--- src/rtl/ppu_sprite_pkg.sv ---
// ppu_sprite_pkg: shared types and constants for the per-scanline sprite
// evaluator.
//   state_t       evaluator FSM states
//   sprite_ent_t  one cached sprite (OAM Y, tile, attr, X) plus valid
//   tile_overlap  true when a sprite X falls within +/-7 pixels of the
//                 tile's left column (col is two's complement)
package ppu_sprite_pkg;
  localparam int OAM_ENTRIES = 64;
  localparam int TILE_W      = 8;
  localparam int H_SMALL     = 8;
  localparam int H_LARGE     = 16;

  typedef enum logic [2:0] {IDLE, ADDR, CHECK, LOAD, DONE} state_t;

  typedef struct packed {
    logic [7:0] y;
    logic [7:0] tile;
    logic [7:0] attr;
    logic [7:0] x;
    logic       valid;
  } sprite_ent_t;

  localparam logic signed [9:0] TILE_W_S = 10'(TILE_W);

  // 10-bit signed keeps X in [0,255] minus col in [-256,255] from wrapping.
  function automatic logic tile_overlap(input logic [7:0] x, input logic [8:0] col);
    logic signed [9:0] d;
    d = $signed({2'b00, x}) - $signed({col[8], col});
    return (d > -TILE_W_S) && (d < TILE_W_S);
  endfunction
endpackage

--- src/rtl/ppu_sprite_tile_select.sv ---
// ppu_sprite_tile_select: picks the first NUM_OUT valid cached sprites that
// overlap the tile at curr_col (slot order == OAM order) and registers them.
// Ports:
//   clk, rst            clock, async active-low reset
//   slots               cached sprite array
//   curr_col            tile left pixel, two's complement
//   spr_on_tile         per-channel valid
//   spr_tile_num/row/col/attr  channel k at [8k+:8]; zero when channel unused
// Optional (PPU_SPRITE_ZERO_HIT_EN): slot_zero in, spr_is_zero out.
module ppu_sprite_tile_select
  import ppu_sprite_pkg::*;
#(
  parameter int MAX_SPRITES = 8,
  parameter int NUM_OUT     = 2
) (
  input  logic                              clk,
  input  logic                              rst,
  input  sprite_ent_t [MAX_SPRITES-1:0]     slots,
  input  logic [8:0]                        curr_col,
  output logic [NUM_OUT-1:0]                spr_on_tile,
  output logic [8*NUM_OUT-1:0]              spr_tile_num,
  output logic [8*NUM_OUT-1:0]              spr_row,
  output logic [8*NUM_OUT-1:0]              spr_col,
  output logic [8*NUM_OUT-1:0]              spr_attr
`ifdef PPU_SPRITE_ZERO_HIT_EN
  ,
  input  logic [MAX_SPRITES-1:0]            slot_zero,
  output logic [NUM_OUT-1:0]                spr_is_zero
`endif
);

  logic [MAX_SPRITES-1:0] hit;
  logic [7:0]             rank [MAX_SPRITES];

  // rank[i] = number of hitting slots below i; a hit with rank k drives channel k.
  always_comb begin
    logic [7:0] n;
    n = '0;
    for (int i = 0; i < MAX_SPRITES; i++) begin
      hit[i]  = slots[i].valid && tile_overlap(slots[i].x, curr_col);
      rank[i] = n;
      if (hit[i]) n = n + 8'd1;
    end
  end

  for (genvar k = 0; k < NUM_OUT; k++) begin : g_ch
    sprite_ent_t sel, ch_q;

    always_comb begin
      sel = '0;
      for (int i = 0; i < MAX_SPRITES; i++)
        if (hit[i] && rank[i] == 8'(k)) sel = slots[i];
    end

    always_ff @(posedge clk or negedge rst) begin
      if (!rst) ch_q <= '0;
      else      ch_q <= sel;
    end

    assign spr_on_tile[k]        = ch_q.valid;
    assign spr_tile_num[8*k +: 8] = ch_q.tile;
    assign spr_row[8*k +: 8]      = ch_q.y;
    assign spr_col[8*k +: 8]      = ch_q.x;
    assign spr_attr[8*k +: 8]     = ch_q.attr;

`ifdef PPU_SPRITE_ZERO_HIT_EN
    logic zsel, z_q;
    always_comb begin
      zsel = 1'b0;
      for (int i = 0; i < MAX_SPRITES; i++)
        if (hit[i] && rank[i] == 8'(k)) zsel = slot_zero[i];
    end
    always_ff @(posedge clk or negedge rst) begin
      if (!rst) z_q <= 1'b0;
      else      z_q <= zsel;
    end
    assign spr_is_zero[k] = z_q;
`endif
  end

endmodule

--- src/rtl/ppu_sprite_eval_fsm.sv ---
// ppu_sprite_eval_fsm: per-scanline sprite evaluator. Scans 64 OAM entries
// starting at cpu_sprite_addr (wrapping), caches up to MAX_SPRITES sprites
// covering curr_row, and each cycle presents the first NUM_OUT cached sprites
// overlapping the tile at curr_col.
// Ports:
//   clk, rst            clock, async active-low reset
//   spram_addr          sprite RAM address (data returns next cycle)
//   spram_data_in       sprite RAM read data
//   curr_row, curr_col  scanline (unsigned), tile column (two's complement)
//   sprite_size_16      8x16 mode, sampled on start
//   start, cpu_sprite_addr  kick off a scan from this byte address
//   busy, done          scan in progress / one-cycle completion pulse
//   sprite_overflow     more in-range sprites than slots; held until next start
//   spr_*               NUM_OUT registered sprite channels
// Optional feature macro PPU_SPRITE_ZERO_HIT_EN adds spr_is_zero.
module ppu_sprite_eval_fsm
  import ppu_sprite_pkg::*;
#(
  parameter int MAX_SPRITES = 8,
  parameter int NUM_OUT     = 2,
  parameter int OAM_AW      = 8
) (
  input  logic                 clk,
  input  logic                 rst,
  output logic [OAM_AW-1:0]    spram_addr,
  input  logic [7:0]           spram_data_in,
  input  logic [8:0]           curr_row,
  input  logic [8:0]           curr_col,
  input  logic                 sprite_size_16,
  input  logic                 start,
  input  logic [7:0]           cpu_sprite_addr,
  output logic                 busy,
  output logic                 done,
  output logic                 sprite_overflow,
  output logic [NUM_OUT-1:0]   spr_on_tile,
  output logic [8*NUM_OUT-1:0] spr_tile_num,
  output logic [8*NUM_OUT-1:0] spr_row,
  output logic [8*NUM_OUT-1:0] spr_col,
  output logic [8*NUM_OUT-1:0] spr_attr
`ifdef PPU_SPRITE_ZERO_HIT_EN
  ,
  output logic [NUM_OUT-1:0]   spr_is_zero
`endif
);

  localparam int CNT_W = $clog2(MAX_SPRITES + 1);
  localparam int ENT_W = $clog2(OAM_ENTRIES);

  state_t                        state, nxt;
  logic [1:0]                    ld_cnt;
  logic [ENT_W-1:0]              entry;
  logic [CNT_W-1:0]              count;
  logic                          h16;
  sprite_ent_t [MAX_SPRITES-1:0] slots;
  logic                          in_range, full, last_ent;

  // 9-bit wrap makes Y > row a huge difference, so one compare covers both ends.
  assign in_range = (curr_row - {1'b0, spram_data_in}) < (h16 ? 9'(H_LARGE) : 9'(H_SMALL));
  assign full     = count == CNT_W'(MAX_SPRITES);
  assign last_ent = entry == ENT_W'(OAM_ENTRIES - 1);

  always_ff @(posedge clk or negedge rst) begin
    if (!rst) state <= IDLE;
    else      state <= nxt;
  end

  always_comb begin
    nxt = state;
    case (state)
      IDLE:    if (start) nxt = ADDR;
      ADDR:    nxt = CHECK;
      CHECK:   if (!in_range) nxt = last_ent ? DONE : ADDR;
               else           nxt = full ? DONE : LOAD;
      LOAD:    if (ld_cnt == 2'd2) nxt = last_ent ? DONE : ADDR;
      DONE:    nxt = IDLE;
      default: nxt = IDLE;
    endcase
  end

  always_comb begin
    busy = state != IDLE;
    done = state == DONE;
  end

  // Address walk per entry: ADDR b, CHECK b+1, LOAD b+2/b+3/b+4, next ADDR b+4.
  // A miss in CHECK jumps b+1 -> b+4 directly.
  always_ff @(posedge clk or negedge rst) begin
    if (!rst) begin
      spram_addr      <= '0;
      ld_cnt          <= '0;
      entry           <= '0;
      count           <= '0;
      h16             <= 1'b0;
      sprite_overflow <= 1'b0;
      slots           <= '0;
    end else begin
      case (state)
        IDLE: if (start) begin
          spram_addr      <= OAM_AW'(cpu_sprite_addr);
          h16             <= sprite_size_16;
          count           <= '0;
          entry           <= '0;
          ld_cnt          <= '0;
          sprite_overflow <= 1'b0;
          for (int i = 0; i < MAX_SPRITES; i++) slots[i].valid <= 1'b0;
        end
        ADDR: spram_addr <= spram_addr + OAM_AW'(1);
        CHECK: begin
          if (!in_range) begin
            spram_addr <= spram_addr + OAM_AW'(3);
            entry      <= entry + ENT_W'(1);
          end else if (full) begin
            sprite_overflow <= 1'b1;
          end else begin
            spram_addr <= spram_addr + OAM_AW'(1);
            ld_cnt     <= '0;
            for (int i = 0; i < MAX_SPRITES; i++)
              if (CNT_W'(i) == count) slots[i].y <= spram_data_in;
          end
        end
        LOAD: begin
          ld_cnt <= ld_cnt + 2'd1;
          if (ld_cnt != 2'd2) spram_addr <= spram_addr + OAM_AW'(1);
          for (int i = 0; i < MAX_SPRITES; i++) begin
            if (CNT_W'(i) == count) begin
              case (ld_cnt)
                2'd0:    slots[i].tile <= spram_data_in;
                2'd1:    slots[i].attr <= spram_data_in;
                default: begin
                  slots[i].x     <= spram_data_in;
                  slots[i].valid <= 1'b1;
                end
              endcase
            end
          end
          if (ld_cnt == 2'd2) begin
            count <= count + CNT_W'(1);
            entry <= entry + ENT_W'(1);
          end
        end
        default: ;
      endcase
    end
  end

`ifdef PPU_SPRITE_ZERO_HIT_EN
  // In CHECK the address is already base+1, so base 0x00 shows up as 1.
  logic [MAX_SPRITES-1:0] slot_zero;
  always_ff @(posedge clk or negedge rst) begin
    if (!rst) slot_zero <= '0;
    else if (state == IDLE && start) slot_zero <= '0;
    else if (state == CHECK && in_range && !full)
      for (int i = 0; i < MAX_SPRITES; i++)
        if (CNT_W'(i) == count) slot_zero[i] <= spram_addr == OAM_AW'(1);
  end
`endif

  ppu_sprite_tile_select #(
    .MAX_SPRITES (MAX_SPRITES),
    .NUM_OUT     (NUM_OUT)
  ) u_sel (
    .clk          (clk),
    .rst          (rst),
    .slots        (slots),
    .curr_col     (curr_col),
    .spr_on_tile  (spr_on_tile),
    .spr_tile_num (spr_tile_num),
    .spr_row      (spr_row),
    .spr_col      (spr_col),
    .spr_attr     (spr_attr)
`ifdef PPU_SPRITE_ZERO_HIT_EN
    ,
    .slot_zero    (slot_zero),
    .spr_is_zero  (spr_is_zero)
`endif
  );

endmodule
--- config.mk ---
export PLATFORM = sky130hd
export DESIGN_NAME = ppu_sprite_eval_fsm
export DESIGN_NICKNAME = d
export VERILOG_FILES = /design/src/rtl/ppu_sprite_pkg.sv /design/src/rtl/ppu_sprite_tile_select.sv /design/src/rtl/ppu_sprite_eval_fsm.sv
export SDC_FILE = /design/constraint.sdc
export NUM_CORES = 1
export LEC_CHECK = 0
export ABC_CLOCK_PERIOD_IN_PS = 6400
export CAP_MARGIN = 15
export CORE_UTILIZATION = 35
export DETAILED_ROUTE_END_ITERATION = 16
export DONT_BUFFER_PORTS = 1
export HOLD_SLACK_MARGIN = 0.1
export MAX_ROUTING_LAYER = met4
export SLEW_MARGIN = 0
export SYNTH_ARGS = -nofsm -noshare
export SYNTH_HDL_FRONTEND = slang
export SYNTH_SLANG_ARGS = --single-unit
--- constraint.sdc ---
create_clock -name clk -period 6.4 [get_ports clk]
set_input_delay 1.28 -clock clk [delete_from_list [all_inputs] [get_ports clk]]
set_output_delay 1.28 -clock clk [all_outputs]
set_load 0.01 [all_outputs]
## Word-level counts from Yosys, hierarchy flattened

Cells that the tools add are included.

| word-level totals | value |
|---|---|
| word-level logic and storage cells | 302 |
| output and inout port bits | 77 |
| input port bits | 38 |
| register bits after elaboration | 355 |

| cells by class | value |
|---|---|
| $add $sub $neg | 20 |
| equality and inequality tests | 40 |
| mux-type cells | 73 |
| magnitude comparators | 17 |
| reduce and logical (&&, ||, !) cells | 93 |
| bitwise operators | 2 |

Operator list:

| operator | number |
|---|---|
| 2-to-1 mux 33 bit | 15 |
| greater-than comparator 10 x 4 -> 1 bit (second input constant) | 8 |
| < comparator 10 x 5 -> 1 bit (second input constant) | 8 |
| 2-to-1 mux 8 bit | 10 |
| AND reduction 4 bit | 20 |
| subtractor 9 x 9 -> 10 bit | 8 |
| AND reduction 3 bit | 25 |
| == test 8 x 1 -> 1 bit (second input constant) | 7 |
| zero test 8 bit | 7 |
| adder 8 x 1 -> 8 bit (second input constant) | 6 |
| != test 2 bit (second input constant) | 17 |
| case mux 8 bit (4 select lines) | 1 |
| logical AND 1 bit | 30 |
| 2-to-1 mux 1 bit | 20 |
| 2-to-1 mux 6 bit | 3 |
| case mux 1 bit (2 select lines) | 9 |
| case mux 6 bit (3 select lines) | 1 |
| == test 3 x 4 -> 1 bit (first input constant) | 4 |
| 2-to-1 mux 3 bit | 5 |
| case mux 3 bit (4 select lines) | 1 |
| < comparator 9 x 5 -> 1 bit | 1 |
| subtractor 9 x 8 -> 9 bit | 1 |
| adder 8 x 2 -> 8 bit (second input constant) | 1 |
| == test 2 x 4 -> 1 bit (first input constant) | 2 |
| other kinds (27) | 35 |

## Logic depth before layout (Yosys ltp)

| depth | value |
|---|---|
| word-level depth | 20 |
| gate-level depth with buffers | 34 |
| depth with buffers taken out | 31 |

## Modules after synthesis

From an unflattened synthesis, not the netlist that was laid out.

| unflattened totals | value |
|---|---|
| cells, all modules | 2365 |
| area, all modules | 22983.3 um2 |

By module, submodules not included:

| module | cells each | area an instance (um2) | seq. area each (um2) | times used |
|---|---|---|---|---|
| ppu_sprite_eval_fsm | 1062 | 11716.2 | 7231.9 | 1 |
| ppu_sprite_tile_select | 1303 | 11267.1 | 1651.6 | 1 |

## Least setup slack after synthesis

No wires, ideal clock.

| timing path | value |
|---|---|
| kind | input -> register |
| start | input port curr_col[1] |
| end | register u_sel.g_ch[0].ch_q (netlist bit u_sel.spr_row[0]) |
| stages | 31 |
| path slack | -1.495 ns |
| data required time | 6.275 ns |
| arrival | 7.770 ns |
| setup time | 0.125 ns |
| buffers on the path | 4 |
| path through | inv_1 fa_1 a21o_1 a221oi_2 nand3_1 o311a_1 o2bb2ai_1 and4_1 nor2_1 inv_1 clkbuf_1 clkbuf_1 ha_1 nor3_1 nor2_1 ha_1 a21oi_1 ha_1 mux2i_1 nor2_1 ha_1 nor2b_1 nor2_1 ha_1 nand4_1 nand2b_1 o31ai_2 o21ba_1 buf_4 buf_6 mux2_2 |

RTL lines:

| element | RTL line | source |
|---|---|---|
| start: declaration | ppu_sprite_eval_fsm.sv:28 | `input logic [8:0] curr_col,` |
| end signal: assignment | ppu_sprite_tile_select.sv:57 | `else ch_q <= sel;` |
| end: declaration | ppu_sprite_tile_select.sv:47 | `sprite_ent_t sel, ch_q;` |

==> key figures <==
Drt
  • Antenna-violating nets left: 0
  • Routed via count: 19400
  • DRC: 0
  • Pre-Repair DR Iteration Count: 6
  • Vias per cell: 5.72
  • Wire per inst: ~22 um
  • 1st-iter DRT viols: 1835
  • Total wire length: 75.1 mm

CTS
  • Clock slew at reported path FFs: approximately 60 ps
  • CTS tree: yes
  • CTS root buf: clkbuf_16
  • CTS Buf Count: between 40 and 50
  • CTS Buffer Depth: 3
  • Clock Sinks: about 360
  • Clk_lat worst skew: ~600 ps
  • H-Tree Depth: 2

STA
  • RSZ-0062 raised after global routing: true
  • Final worst slack: 123 ps
  • Final Hold Fails: 0
  • Max frequency: approximately 160 MHz
  • Minimum clock period: around 6300 ps
  • Max Slew Vio Count: 0
  • Actual slew at the worst max-slew pin: a little over 1000 ps
  • Final setup fails: 0
  • WHS: 404 ps
  • Final period util: approximately 100%
  • Final worst clock skew: 39.0 ps
  • Relative slew slack: 32.8%

Synth
  • Post-synthesis mux area share: between 10% and 20%
  • EDFF count, synth: 0
  • Synth Area in Adders: 6.08%
  • Synthesized area per cell: slightly above 9 sq um
  • Synth async-reset ratio: 100%
  • Compound-cell area share of the yosys netlist: roughly 22%
  • Ys flop type: dfrtp_1
  • Synth Area in XOR/XNOR: under 10%
  • Post-Syn Area: between 0.02 and 0.025 sq mm
  • Register area share after synthesis: around 40%
  • Synth Area in Simple Gates: around 15%
  • Register bit total from synthesis: roughly 360
  • Largest family of logic cells by synthesized area: compound AO/OA/AOI/OAI gates
  • YS warnings: 0
  • Synth Instances: between 2000 and 2500
  • Post-synthesis cell type count: between 100 and 150
  • Syn nets: between 2000 and 3000

Floorplan
  • Initial Util: a little over a third
  • Placeable Area: just over 0.06 sq mm
  • # rows: 91
  • Die area: roughly 0.064 sq mm
  • Die span in y: 254 um
  • IO Pins: 115
  • Die span in x: 254 um

Worst setup path
  • Critical Path Max Stage Delay: 440 ps
  • Worst EP arrival: just under 7000 ps
  • Startpoint type of the worst setup path: primary input
  • Top delay family on crit path: compound AO/OA/AOI/OAI gates
  • CP required: between 6000 and 7000 ps
  • Crit path kind: primary input to register
  • Max FO, Critical Path: 8
  • Slowest CP cell: ha_1
  • Worst path bufs/invs: 3
  • CP endpoint kind: register

Placed design
  • Port bufs: 0
  • Setup WS pre-CTS: -578 ps
  • Post-DP HPWL: 52.5 mm
  • Placer Congestion: approximately 0.95
  • Cell Area, Placed: between 0.02 and 0.025 sq mm

Power
  • Leak pwr: around 12 nW
  • Share of total power in combinational logic: between 20 and 30%
  • Peak VDD IR: 0.245 mV
  • Pint: approximately 5.3 mW
  • Sw frac: a little over a third
  • Tot Pwr: between 8 and 9 mW
  • Clock share of power: between 30% and 40%
  • Reg power frac: 40.0%
  • P per Cell Area: 311 mW/mm^2
  • Sw Pwr: just under 3 mW

Worst hold path
  • Hold Path Class: primary input to asynchronous set/reset pin

Cells and area
  • Layout cells sized above 1: about 20%
  • Final Util: roughly 42%
  • Antenna cells: 0
  • # nets final: 2674
  • Post-route cell area: approximately 0.026 sq mm
  • # fillers: about 6000
  • Area Overhead vs Synth: 18.2%

Job
  • Max_cap viols: 0

Global routing
  • Initial antenna violation count: 1
  • First-pass GRT wire length: approximately 110 mm
  • Vias in the first global route: about 19000
  • All-Layer GR Usage: 23.7%
  • Largest net degree at the start of global routing: 356
  • Grt ovf: 0

Run status
  • Status: finished, final reports clean
## power groups by stage
| stage | Clock (mW) | Combinational (mW) | Sequential [mW] |
|---|---|---|---|
| 3_5_place_dp | 0 | 2.32 | 3.29 |
| 3_3_place_gp | 0 | 2.22 | 3.26 |
| 2_1_floorplan | 0 | 1.68 | 3.07 |
| 5_1_grt | 2.62 | 2.70 | 3.33 |
| 4_1_cts | 2.53 | 2.33 | 3.25 |
| 6_report | 2.49 | 2.41 | 3.27 |
## worst paths after layout
kind,to,start,slack [ps],cells past startpoint
worst max-delay path,u_sel.spr_attr[3],curr_col[3],120,27
worst min-delay path,spram_addr[1],rst,400,0
worst max register to register,u_sel.spr_attr[3],slots[1],360,28
worst min register to register,slots[193],slots[193],490,2
max in group asynchronous,u_sel.spr_col[9],rst,5190,0
min in group clk,slots[193],slots[193],490,2
## worst reg2reg max path: cells and delay by family, from the launching register on
kind	cells	cell delay, ps
adders and majority gates	7	1690
AOI/OAI and AO/OA	7	1460
muxes	2	510
DFF	1	400
and+or+nand+nor	8	1450
buffers and inverters	3	330
xor gates and xnor gates	1	100
## synthesized netlist by cell type (10+ instances only)
cell | n | area [sq um]
o22ai_1 | 10 | 62.6
mux2i_1 | 45 | 450
and3_1 | 13 | 81.3
or3_1 | 24 | 150
nand3_1 | 62 | 310
ha_1 | 95 | 1190
nor3_1 | 72 | 360
inv_1 | 103 | 387
o31ai_1 | 56 | 420
a21boi_0 | 10 | 75.1
xor2_1 | 20 | 175
a22o_1 | 24 | 210
nand2_1 | 359 | 1350
nand4_1 | 10 | 62.6
nand2b_1 | 12 | 75.1
a21oi_1 | 101 | 505
a222oi_1 | 15 | 150
a211oi_1 | 10 | 75.1
a31oi_1 | 34 | 213
clkbuf_1 | 123 | 462
nor2_1 | 114 | 428
a21o_1 | 27 | 203
o211ai_1 | 50 | 375
dfrtp_1 | 355 | 8880
mux2_1 | 23 | 259
buf_2 | 19 | 95.1
mux2_2 | 129 | 1450
xnor2_1 | 19 | 166
o21ai_0 | 243 | 1220
nor3b_1 | 10 | 75.1
nor2b_1 | 20 | 125
o21a_1 | 18 | 135
a22oi_1 | 26 | 195
## metal layers
metal | track usage (%) | vias up | share of wire (%) | wire [um]
met4 | 5.71 | 0 | 2.4 | 1830
li1 | - | 9027 | - | -
met1 | 33.6 | 9544 | 46 | 34900
met5 | - | - | 0 | 0
met2 | 35.2 | 754 | 44 | 33100
met3 | 3.77 | 122 | 7.0 | 5250
## area by class of cell
class,instances,area (sq um),area share (%)
multi-input cells,1823,12600,48.1
clock inverters,23,319,1.22
well taps,837,1050,3.99
flip-flops and latches,355,8880,33.9
inverters,105,404,1.54
clock buffers,49,1100,4.18
repair buffers,207,1860,7.09
## cells in the final DEF (no fill, tap or decap), types with 10 or more instances in the layout
cell type,n
o21ai_0,241
nor2b_1,18
a22oi_1,26
o21a_1,17
mux2_1,21
a21o_1,27
xnor2_1,19
a21oi_1,95
mux2_2,119
a222oi_1,15
nand2_1,358
o22ai_1,10
a31oi_1,32
xor2_1,20
nand2b_1,11
ha_1,90
buf_4,181
dfrtp_1,355
and3_1,13
nor3_1,69
buf_12,20
o211ai_1,50
nand3_1,62
mux2_4,18
a22o_1,24
nand4_1,10
mux2i_1,43
inv_1,98
o31ai_1,53
or3_1,24
clkbuf_16,43
nor2_1,108
## stage by stage
stage / setup TNS (ps) / cells
floorplan: -34280 / 2440
global placement: -22920 / 3319
detailed placement: -34100 / 3319
CTS: 0 / 3391
global route: -2670 / 3399
finish: 0 / 3399
## flip-flops by register name, summed over array words and instances (netlist names), 3 cells and up
register and count:
count 4, entry 6, slots 264, spram_addr 8
state 3, u_sel.spr_attr 16, u_sel.spr_col 16, u_sel.spr_row 16
u_sel.spr_tile_num 16
## timing repair
action / in CTS / in global routing
resized for setup: 0 / 53
buffers inserted: 0 / 5
endpoints found under the setup margin: 0 / 66
hold buffers: 0 / 0
## cells by family after synthesis
| kind of cell | after synthesis |
|---|---|
| adder cells (fa/ha/maj) | 103 |
| XOR/XNOR | 40 |
| flip-flops | 355 |
| buffers and inverters | 262 |
| multiplexers | 203 |
| AND/OR/NAND/NOR | 744 |
| AO/OA/AOI/OAI | 733 |
Power figures use the tool's default switching activity.
